[config.mk]
export PLATFORM = sky130hd
export DESIGN_NAME = nested_if_seq_ctrl
export DESIGN_NICKNAME = d
export VERILOG_FILES = /design/src/rtl/nested_if_seq_ctrl.sv
export SDC_FILE = /design/constraint.sdc
export NUM_CORES = 1
export LEC_CHECK = 0
export ABC_CLOCK_PERIOD_IN_PS = 3690
export BUFFER_PORTS_ARGS = -buffer_cell sky130_fd_sc_hd__buf_4
export CORE_MARGIN = 2
export CORE_UTILIZATION = 52
export CTS_CLUSTER_DIAMETER = 100
export DETAILED_ROUTE_END_ITERATION = 12
export PLACE_DENSITY = 0.77
export SLEW_MARGIN = 0
export SYNTH_ARGS = -nofsm -noshare
export SYNTH_HDL_FRONTEND = slang
export SYNTH_SLANG_ARGS = --single-unit
[constraint.sdc]
create_clock -name clk -period 3.69 [get_ports clk]
set_input_delay 0.738 -clock clk [delete_from_list [all_inputs] [get_ports clk]]
set_output_delay 0.738 -clock clk [all_outputs]
set_load 0.01 [all_outputs]
[src/rtl/nested_if_seq_ctrl.sv]
// Sequential nested-if select/add controller: one shared W+1-bit adder, valid/ready on both sides.
// Optional OUT->EVAL bypass enabled by defining NESTED_IF_SEQ_CTRL_BYPASS_EN.
module nested_if_seq_ctrl #(
    parameter int unsigned W = 4
) (
    input  logic         clk,
    input  logic         rst_n,
    input  logic         in_valid,
    output logic         in_ready,
    input  logic [W-1:0] a,
    input  logic [W-1:0] b,
    input  logic [W-1:0] c,
    input  logic [W-1:0] d,
    input  logic [W-1:0] e,
    input  logic [W-1:0] f,
    output logic         out_valid,
    input  logic         out_ready,
    output logic [W:0]   o1,
    output logic [W:0]   o2,
    output logic         busy
);

    typedef enum logic [2:0] {
        S_IDLE,
        S_EVAL,
        S_ADD_O1,
        S_ADD_O2,
        S_OUT
    } state_t;

    state_t       r_state;
    state_t       w_next;
    logic [W-1:0] r_a, r_b, r_c, r_d, r_e, r_f;
    logic [W-1:0] r_x, r_y;
    logic [W:0]   r_o1, r_o2;
    logic [W-1:0] w_add_op;
    logic [W:0]   w_sum;
    logic [W-1:0] w_x, w_y;
    logic         w_load;

    // Shared adder: r_a is always one operand, the other is chosen by state.
    always_comb begin
        w_add_op = '0;
        case (r_state)
            S_EVAL:   w_add_op = W'(1);
            S_ADD_O1: w_add_op = r_x;
            S_ADD_O2: w_add_op = r_y;
            default:  w_add_op = '0;
        endcase
    end

    assign w_sum = {1'b0, r_a} + {1'b0, w_add_op};

    // The (a+1)>3 arm can never win after a>2 fails, but is kept in the mux.
    always_comb begin
        w_x = r_f;
        w_y = W'(5);
        if (r_a > W'(1)) begin
            w_y = r_e;
            if (r_a > W'(2)) begin
                w_x = r_b;
            end else if (w_sum > (W+1)'(3)) begin
                w_x = r_c;
            end else begin
                w_x = r_d;
            end
        end
    end

    assign w_load = in_valid & in_ready;

    always_ff @(posedge clk or negedge rst_n) begin
        if (!rst_n) begin
            r_state <= S_IDLE;
        end else begin
            r_state <= w_next;
        end
    end

    always_comb begin
        w_next = r_state;
        case (r_state)
            S_IDLE:   if (in_valid) w_next = S_EVAL;
            S_EVAL:   w_next = S_ADD_O1;
            S_ADD_O1: w_next = S_ADD_O2;
            S_ADD_O2: w_next = S_OUT;
            S_OUT: begin
                if (out_ready) begin
`ifdef NESTED_IF_SEQ_CTRL_BYPASS_EN
                    w_next = in_valid ? S_EVAL : S_IDLE;
`else
                    w_next = S_IDLE;
`endif
                end
            end
            default:  w_next = S_IDLE;
        endcase
    end

    always_comb begin
        out_valid = (r_state == S_OUT);
        busy      = (r_state != S_IDLE);
`ifdef NESTED_IF_SEQ_CTRL_BYPASS_EN
        in_ready  = (r_state == S_IDLE) | ((r_state == S_OUT) & out_ready);
`else
        in_ready  = (r_state == S_IDLE);
`endif
    end

    always_ff @(posedge clk or negedge rst_n) begin
        if (!rst_n) begin
            r_a  <= '0;
            r_b  <= '0;
            r_c  <= '0;
            r_d  <= '0;
            r_e  <= '0;
            r_f  <= '0;
            r_x  <= '0;
            r_y  <= '0;
            r_o1 <= '0;
            r_o2 <= '0;
        end else begin
            if (w_load) begin
                r_a <= a;
                r_b <= b;
                r_c <= c;
                r_d <= d;
                r_e <= e;
                r_f <= f;
            end
            if (r_state == S_EVAL) begin
                r_x <= w_x;
                r_y <= w_y;
            end
            if (r_state == S_ADD_O1) r_o1 <= w_sum;
            if (r_state == S_ADD_O2) r_o2 <= w_sum;
        end
    end

    assign o1 = r_o1;
    assign o2 = r_o2;

endmodule

# Word level (Yosys, flattened, before mapping)
# Index checks and enable logic that the tools add are counted.
[word_totals]
reg_bits = 45
[op_classes]
n_mux = 8
reduce_logical = 3
bitwise = 1
eq_ne = 6
add_sub_neg = 1
n_lt_le_gt_ge = 3
[ops]
columns = ["op", "n"]
rows = [
  ["4-bit 2-to-1 mux", 4],
  ["3-bit one-hot mux with 5 select lines", 1],
  ["4-bit one-hot mux with 3 select lines", 1],
  ["3-bit by 2-bit == test with 1-bit output, second input constant", 2],
  ["3-bit 2-to-1 mux", 2],
  ["4-bit by 4-bit adder with 5-bit output", 1],
  ["5-bit by 2-bit greater-than comparator with 1-bit output, second input constant", 1],
  ["4-bit by 1-bit greater-than comparator with 1-bit output, second input constant", 1],
  ["4-bit by 2-bit greater-than comparator with 1-bit output, second input constant", 1],
  ["3-bit by 1-bit == test with 1-bit output, second input constant", 1],
  ["3-bit == test, second input constant", 1],
  ["3-bit logical NOT", 1],
  ["3-bit nonzero test", 1],
  ["2-bit by 1-bit inequality test with 1-bit output, second input constant", 1],
  ["2-bit inequality test, second input constant", 1],
  ["2-bit AND reduction", 1],
  ["1-bit AND", 1],
]

# Logic depth before layout (Yosys ltp)
# Gate-level depths: netlist of the first run.
[logic_depth]
word_depth = 7
depth_mapped = 11
depth_no_buf = 10

# Worst setup path before layout of the first run
# Ideal clock, no wire load.
[synth_path]
path_type = "register -> register"
startpoint = "register r_state[2]"
endpoint = "register r_x[0]"
synth_period_minus_slack_ps = 2594
t_required_ps = 3608
slack_ps = 1096
setup_time_ps = 82
path_stages_with_launch = 11
n_path_buf = 1
arrival_ps = 2512
cell_sequence = "dfrtp_1 inv_1 and3_2 clkbuf_1 a22o_1 fa_1 nand2_1 nor2_1 o21ai_0 mux2_2 a31oi_1"
[synth_via]
elab_chain_cells = 7
word_cells_on_any_way = 9
cone_classes = "add/sub (1); order compare (1); eq/ne (3); mux (4)"
[synth_rtl]
columns = ["element", "line", "source"]
rows = [
  ["start, declared", "31", "state_t r_state;"],
  ["start signal, assigned", "76", "r_state <= w_next;"],
  ["3-bit by 2-bit == test with 1-bit output / 3-bit by 1-bit == test with 1-bit output (equally long branches)", "44, 131", ""],
  ["4-bit one-hot mux with 3 select lines", "44", "case (r_state)"],
  ["4-bit by 4-bit adder with 5-bit output", "52", "assign w_sum = {1'b0, r_a} + {1'b0, w_add_op};"],
  ["5-bit by 2-bit greater-than comparator with 1-bit output", "62", "end else if (w_sum > (W+1)'(3)) begin"],
  ["4-bit 2-to-1 mux", "62", ""],
  ["4-bit 2-to-1 mux", "60", "if (r_a > W'(2)) begin"],
  ["4-bit 2-to-1 mux", "58", "if (r_a > W'(1)) begin"],
  ["end signal, assigned", "132", "r_x <= w_x;"],
  ["end, declared", "34", "logic [W-1:0] r_x, r_y;"],
]
# Several ways; a longest one is shown, not always the timed one.
# A chain may end at the register's enable or synchronous reset.

# Worst setup path after layout of the first run
[layout_path]
startpoint = "register r_state[1]"
endpoint = "register r_x[2]"
# The elaborated chain is that of the path after synthesis.

==> impl_metrics.env, run 1 <==
export IMPL_status="completed"
export IMPL_yosysSeqAreaShare_pct=52.2
export IMPL_cap_violations=0
export IMPL_drc_errors=0
export IMPL_critical_path_class="flop to flop"
export IMPL_fin_crit_ns=2.89
export IMPL_clockBufferDepth=2
export IMPL_worst_path_max_fanout=10
export IMPL_fp_row_count=23
export IMPL_avgSynthCellArea_um2=12.7
export IMPL_cts_tree="built"
export IMPL_layout_common_cells="dfrtp_1, buf_4, nand2_1"
export IMPL_synth_ff_type="dfrtp_1"
export IMPL_insertion_delay_ns=0.30
export IMPL_vias_per_cell=5.41
export IMPL_tightest_slew_ns=0.616
export IMPL_synth_simple_area_share_pct=10.4
export IMPL_grt_pass1_wl_mm=6.69
export IMPL_synth_area_leaders="dfrtp_1, mux2_4, mux2_2"
export IMPL_dieWidth_um=68.4
export IMPL_initial_core_util_pct=53.9
export IMPL_cts_repair_resize_count=0
export IMPL_required_ns=3.91
export IMPL_first_global_vias=1425
export IMPL_drt_iter0_markers=53
export IMPL_hold_path_class="input port to asynchronous set/reset pin"
export IMPL_ys_ff_latch=45
export IMPL_ant_nets=0
export IMPL_synth_top_family_by_area="multiplexers"
export IMPL_r2r_slack_ns=0.80
export IMPL_pre_cts_ws_ns=0.819
export IMPL_yosysWarnings=0
export IMPL_synthXorXnorAreaFrac_pct=1.22
export IMPL_finish_instance_area_um2=2540
export IMPL_cp_start_kind="flop"
export IMPL_port_buffers=40
export IMPL_wl_per_cell_um=14.8
export IMPL_power_leakage_uw=0.00120
export IMPL_finalWorstSetupSlack_ns=0.796
export IMPL_cts_root_buf="clkbuf_8"
export IMPL_final_setup_viol_count=0
export IMPL_dr_pass1_iters=4
export IMPL_vias=1412
export IMPL_grt_max_degree=46
export IMPL_synth_top_cell_area_share_pct=52.2
export IMPL_wl_mm=3.86
export IMPL_ir_drop_mv=0.439
export IMPL_place_gp_congestion=0.807
export IMPL_timing_fmax_mhz=346
export IMPL_antenna_found_initial=0
export IMPL_cts_reportedPaths_clkPinSlew_ns=0.08
export IMPL_place_area_um2=2430
export IMPL_netlist_area_um2=2160
export IMPL_synth_edf_count=0
export IMPL_r2r_cells=9
export IMPL_core_um2=4000
export IMPL_synthAdderAreaFrac_pct=3.25
export IMPL_syn_to_final_growth_pct=18.0
export IMPL_cts_setup_buffers=0
export IMPL_dp_hpwl_mm=2.84
export IMPL_final_period_utilization_pct=78.4
export IMPL_endpoint_kind="flop"
export IMPL_ys_types=31
export IMPL_relSlewSlack_pct=58.7
export IMPL_fp_dieH_um=68.4
export IMPL_async_flop_share_pct=100
export IMPL_cts_buffers=5
export IMPL_fin_nets=243
export IMPL_cts_hold_buffers=0
export IMPL_antenna_cells=0
export IMPL_fin_skew_ns=0.00730
export IMPL_ioPinCount=41
export IMPL_grt_ovfl_total=0
export IMPL_finalHoldViolCount=0
export IMPL_cts_sinks=45
export IMPL_final_max_slew_viol_count=0
export IMPL_rsz0062_at_grt="no"
export IMPL_muxShareOfSynthArea_pct=19.7
export IMPL_postSynthNetCount=203
export IMPL_htreeDepth=2
export IMPL_power_density_nw_per_um2=981
export IMPL_synth_cells=170
export IMPL_grt_usage_pct=19.8
export IMPL_drive_above_1_share_pct=39.3
export IMPL_synth_largest_area_cell="dfrtp_1"
export IMPL_synth_compound_area_share_pct=8.30
export IMPL_dieArea_um2=4680
export IMPL_crit_arrival_ns=3.12
export IMPL_mostFrequentLayoutCell="dfrtp_1"
export IMPL_tns_ns=0
[cells in the mapped netlist (3+ instances only)]
cell type and n:
a21oi_1 5, a22o_1 5, a31oi_1 4, buf_12 3, dfrtp_1 45, ha_1 4, inv_1 3, mux2_2 11
mux2_4 20, nand2_1 25, nor2_1 7, nor3_1 5, o21ai_0 4, o22ai_1 4, xnor2_1 3
[worst paths after layout]
path	startpoint	endpoint
setup / recovery	r_state[1]$_DFFE_PN0P_	r_x[2]$_DFFE_PN0P_
max in group asynchronous	rst_n	r_d[1]$_DFFE_PN0P_
hold reg to reg	o2[0]$_DFFE_PN0N_	o2[0]$_DFFE_PN0N_
hold / removal	rst_n	r_a[0]$_DFFE_PN0P_
min in group clk	o2[0]$_DFFE_PN0N_	o2[0]$_DFFE_PN0N_
setup reg to reg	r_state[1]$_DFFE_PN0P_	r_x[2]$_DFFE_PN0P_
[report_power, final]
group	switching, uW	internal, uW	total [uW]
registers	203	748	951
clock network	158	221	378
logic	514	653	1170
[stage by stage]
step / utilization [%] / total power, uW / std cells / hold WS [ns]
after detailed placement: 60.7 / 2130 / 253 / 0.465
after floorplan: - / 1870 / 170 / 0.442
final: 63.6 / 2500 / 261 / 0.422
after global placement: 60.7 / 2090 / 253 / 0.460
after CTS: 63.6 / 2510 / 261 / 0.438
after global routing: 63.6 / 2690 / 261 / 0.462
[area by class of cell]
cell class / instances / area [um^2]
fill: 308 / 1460
clock buffer: 7 / 86.3
clock inverter: 1 / 30.0
sequential: 45 / 1130
tap: 50 / 62.6
timing repair buffer: 40 / 300
multi-input combinational: 114 / 925
inverter: 4 / 15.0
[sequential cells by signal (all words and copies together) (netlist names)]
name,cells
r_f,4
o1,5
r_c,4
o2,5
r_x,4
r_b,4
r_d,4
r_y,4
r_e,4
r_state,3
r_a,4
[worst max-delay path, stage by stage (launching register included)]
cell and delay, ns:
dfrtp_1 0.47, inv_1 0.12, nor3_2 0.55, a22o_1 0.25
ha_1 0.27, nand2_1 0.10, nor2_1 0.05, o21ai_0 0.45
mux2_2 0.40, a31oi_1 0.16
[routing by layer]
metal	routed length, um	global-route usage (%)	part of all wire [%]
met3	187	4.28	4.8
met5	0	0	0
met1	1750	25.7	45
met4	106	10.3	2.7
met2	1810	31.1	47
[cell families (layout without fill, tap and decap cells)]
group | after synthesis | in the layout
simple gates | 48 | 48
flops | 45 | 45
mux | 31 | 31
compound gates | 27 | 27
buf+inv | 11 | 52
fa+ha+maj | 5 | 5
xor+xnor | 3 | 3
Note: power is estimated with default switching activity, not from simulation.
==> run 2, diff against run 1 <==
ABC_CLOCK_PERIOD_IN_PS = 2450   (was 3690)
CORE_UTILIZATION = 49   (was 52)
PLACE_DENSITY = 0.76   (was 0.77)
clock period = 2.45 ns   (was 3.69 ns; I/O delays follow)
==> run 2 against run 1 <==
Effect of this change:
- maximum frequency is 25% higher
- sequential power rose by 49%
- cell area up 2.7%
- routed wire length increased by 4.6%
- sequential share of layout area fell by 1.1 points
- global-route usage is 2.6 points lower
- die area rose by 5.8%
- setup slack got worse by 0.67 ns
- register-to-register slack got worse by 0.67 ns
- clock skew decreased by 0.0017 ns
- critical path depth grew 1
- via count increased by 0.99%
- critical path type unchanged
- largest cell class unchanged
- highest routed layer unchanged
==> impl_metrics.env, run 2 (synthesis results as in run 1) <==
export IMPL_fp_dieH_um=70.3
export IMPL_cts_sinks=45
export IMPL_power_leakage_uw=0.00123
export IMPL_ir_drop_mv=0.649
export IMPL_dp_hpwl_mm=2.98
export IMPL_p_sw_uw=1370
export IMPL_fin_skew_ns=0.00560
export IMPL_wl_per_cell_um=14.9
export IMPL_endpoint_kind="flop"
export IMPL_antenna_cells=0
export IMPL_dieArea_um2=4950
export IMPL_port_buffers=40
export IMPL_drt_met1_wl_mm=1.89
export IMPL_first_global_vias=1406
export IMPL_dieWidth_um=70.3
export IMPL_cts_buffers=5
export IMPL_layout_common_cells="buf_4, dfrtp_1, nand2_1"
export IMPL_antenna_found_initial=0
export IMPL_final_setup_viol_count=0
export IMPL_place_gp_congestion=0.745
export IMPL_timing_fmax_mhz=431
export IMPL_fill_cells=353
export IMPL_initial_core_util_pct=50.2
export IMPL_final_cells=270
export IMPL_cpMaxStageDelayCell="dfrtp_1"
export IMPL_grt_ovfl_total=0
export IMPL_drt_iter0_markers=42
export IMPL_dr_pass1_iters=4
export IMPL_cts_root_buf="clkbuf_8"
export IMPL_fin_crit_ns=2.32
export IMPL_fp_row_count=24
export IMPL_slowest_delay_ns=0.39
export IMPL_grt_max_degree=46
export IMPL_htreeDepth=2
export IMPL_power_density_nw_per_um2=1470
export IMPL_hold_path_class="input port to asynchronous set/reset pin"
export IMPL_routed_wl_met3_um=201
export IMPL_critical_path_class="flop to flop"
export IMPL_finalHoldViolCount=0
export IMPL_cts_hold_buffers=0
export IMPL_cp_cell_sequence="inv_1 -> o21ai_0 -> a21oi_1 -> ha_2 -> fa_2 -> nand2_1 -> nor2_1 -> o21ai_2 -> mux2_2 -> a31oi_1"
export IMPL_power_internal_uw=2480
export IMPL_insertion_delay_ns=0.29
export IMPL_p_sw_share_pct=35.5
export IMPL_wl_met2_mm=1.87
export IMPL_top_layer_used="met4"
export IMPL_grt_pass1_wl_mm=6.64
export IMPL_tns_ns=0
export IMPL_reg2reg_from="r_state[1]$_DFFE_PN0P_"
export IMPL_pwr_share_comb_pct=50.4
export IMPL_required_ns=2.67
export IMPL_critical_path_buf_inv_count=1
export IMPL_syn_to_final_growth_pct=21.2
export IMPL_cp_start_kind="flop"
export IMPL_core_um2=4290
export IMPL_status="completed"
export IMPL_mostFrequentLayoutCell="buf_4"
export IMPL_seqPwrFrac_pct=36.9
export IMPL_ant_nets=0
export IMPL_vias=1426
export IMPL_tightest_slew_ns=0.591
export IMPL_fin_nets=250
export IMPL_rsz0062_at_grt="yes"
export IMPL_clkPwrFrac_pct=12.7
export IMPL_drive_above_1_share_pct=44.0
export IMPL_relSlewSlack_pct=60.3
export IMPL_crit_arrival_ns=2.54
export IMPL_cts_tree="built"
export IMPL_vias_per_cell=5.28
export IMPL_drc_errors=0
export IMPL_dp_cells=261
export IMPL_path_delay_family="compound AO/OA/AOI/OAI gates"
export IMPL_clockBufferDepth=2
export IMPL_grt_usage_pct=17.3
export IMPL_startpoint="r_state[1]$_DFFE_PN0P_"
export IMPL_worst_path_max_fanout=4
export IMPL_wl_mm=4.03
export IMPL_cap_violations=0
export IMPL_final_period_utilization_pct=94.7
export IMPL_cts_reportedPaths_clkPinSlew_ns=0.08
export IMPL_fin_util_pct=60.8
export IMPL_ioPinCount=41
export IMPL_final_max_slew_viol_count=0
[run 2: cell types whose count changed in the layout (fill, tap and decap cells not counted), sizes merged]
| cell | before | now |
|---|---|---|
| clkinv | 0 | 1 |
| bufinv | 1 | 0 |
| buf | 40 | 47 |
[run 2: power by group through the flow]
stage               Combinational, uW  Sequential, uW  Clock [uW]
floorplan                        1470            1360           0
global placement                 1830            1410           0
detailed placement               1880            1420           0
CTS                              1890            1410         505
global route                     2110            1460         541
finish                           1940            1420         488
[run 2: worst paths after layout]
kind / to / slack (ns) / depth (start not counted)
worst max-delay path: r_x[2]$_DFFE_PN0P_ / 0.13 / 10
worst min-delay path: o1[2]$_DFFE_PN0N_ / 0.19 / 1
worst max register to register: r_x[2]$_DFFE_PN0P_ / 0.13 / 10
worst min register to register: o2[3]$_DFFE_PN0N_ / 0.48 / 2
max in group asynchronous: r_y[3]$_DFFE_PN0P_ / 1.89 / 1
min in group clk: r_e[0]$_DFFE_PN0P_ / 0.42 / 2
[run 2: final cells by class]
cell class	instances	area [um^2]	area share, %
flip-flops and latches	45	1130	43.1
multi-input cells	114	952	36.4
repair buffers	47	353	13.5
clock buffers	7	96.3	3.69
well taps	52	65.1	2.49
inverters	4	15.0	0.575
clock inverters	1	5.00	0.192
[run 2: through the flow]
stage | setup slack, ns | total power (uW) | hold slack, ns | cell area, um^2
after floorplan | 0.0491 | 2830 | 0.194 | 2160
after global placement | 0.188 | 3250 | 0.461 | 2480
after detailed placement | 0.0747 | 3300 | 0.465 | 2480
after CTS | 0.0741 | 3800 | 0.199 | 2580
after global routing | -0.0332 | 4120 | 0.232 | 2610
final | 0.130 | 3850 | 0.188 | 2610
[run 2: per-layer routing]
| layer | global-route usage [%] | up-vias |
|---|---|---|
| met5 | 0 | - |
| met4 | 5.77 | 0 |
| met3 | 5.34 | 8 |
| met2 | 26.8 | 32 |
| met1 | 23.0 | 691 |
| li1 | - | 695 |
[run 2: worst register-to-register path: cells and delay by family (launching register included)]
kind                     cells  cell delay [ns]
AO/OA/AOI/OAI                4             0.66
multiplexers                 1             0.37
flip-flops                   1             0.39
AND/OR/NAND/NOR              2             0.16
buffers and inverters        1             0.10
adder cells (fa/ha/maj)      2             0.58
[run 2: repair_timing]
item | CTS | global route
setup endpoints to repair | 0 | 4
gates resized for setup | 0 | 4
setup buffers | 0 | 1
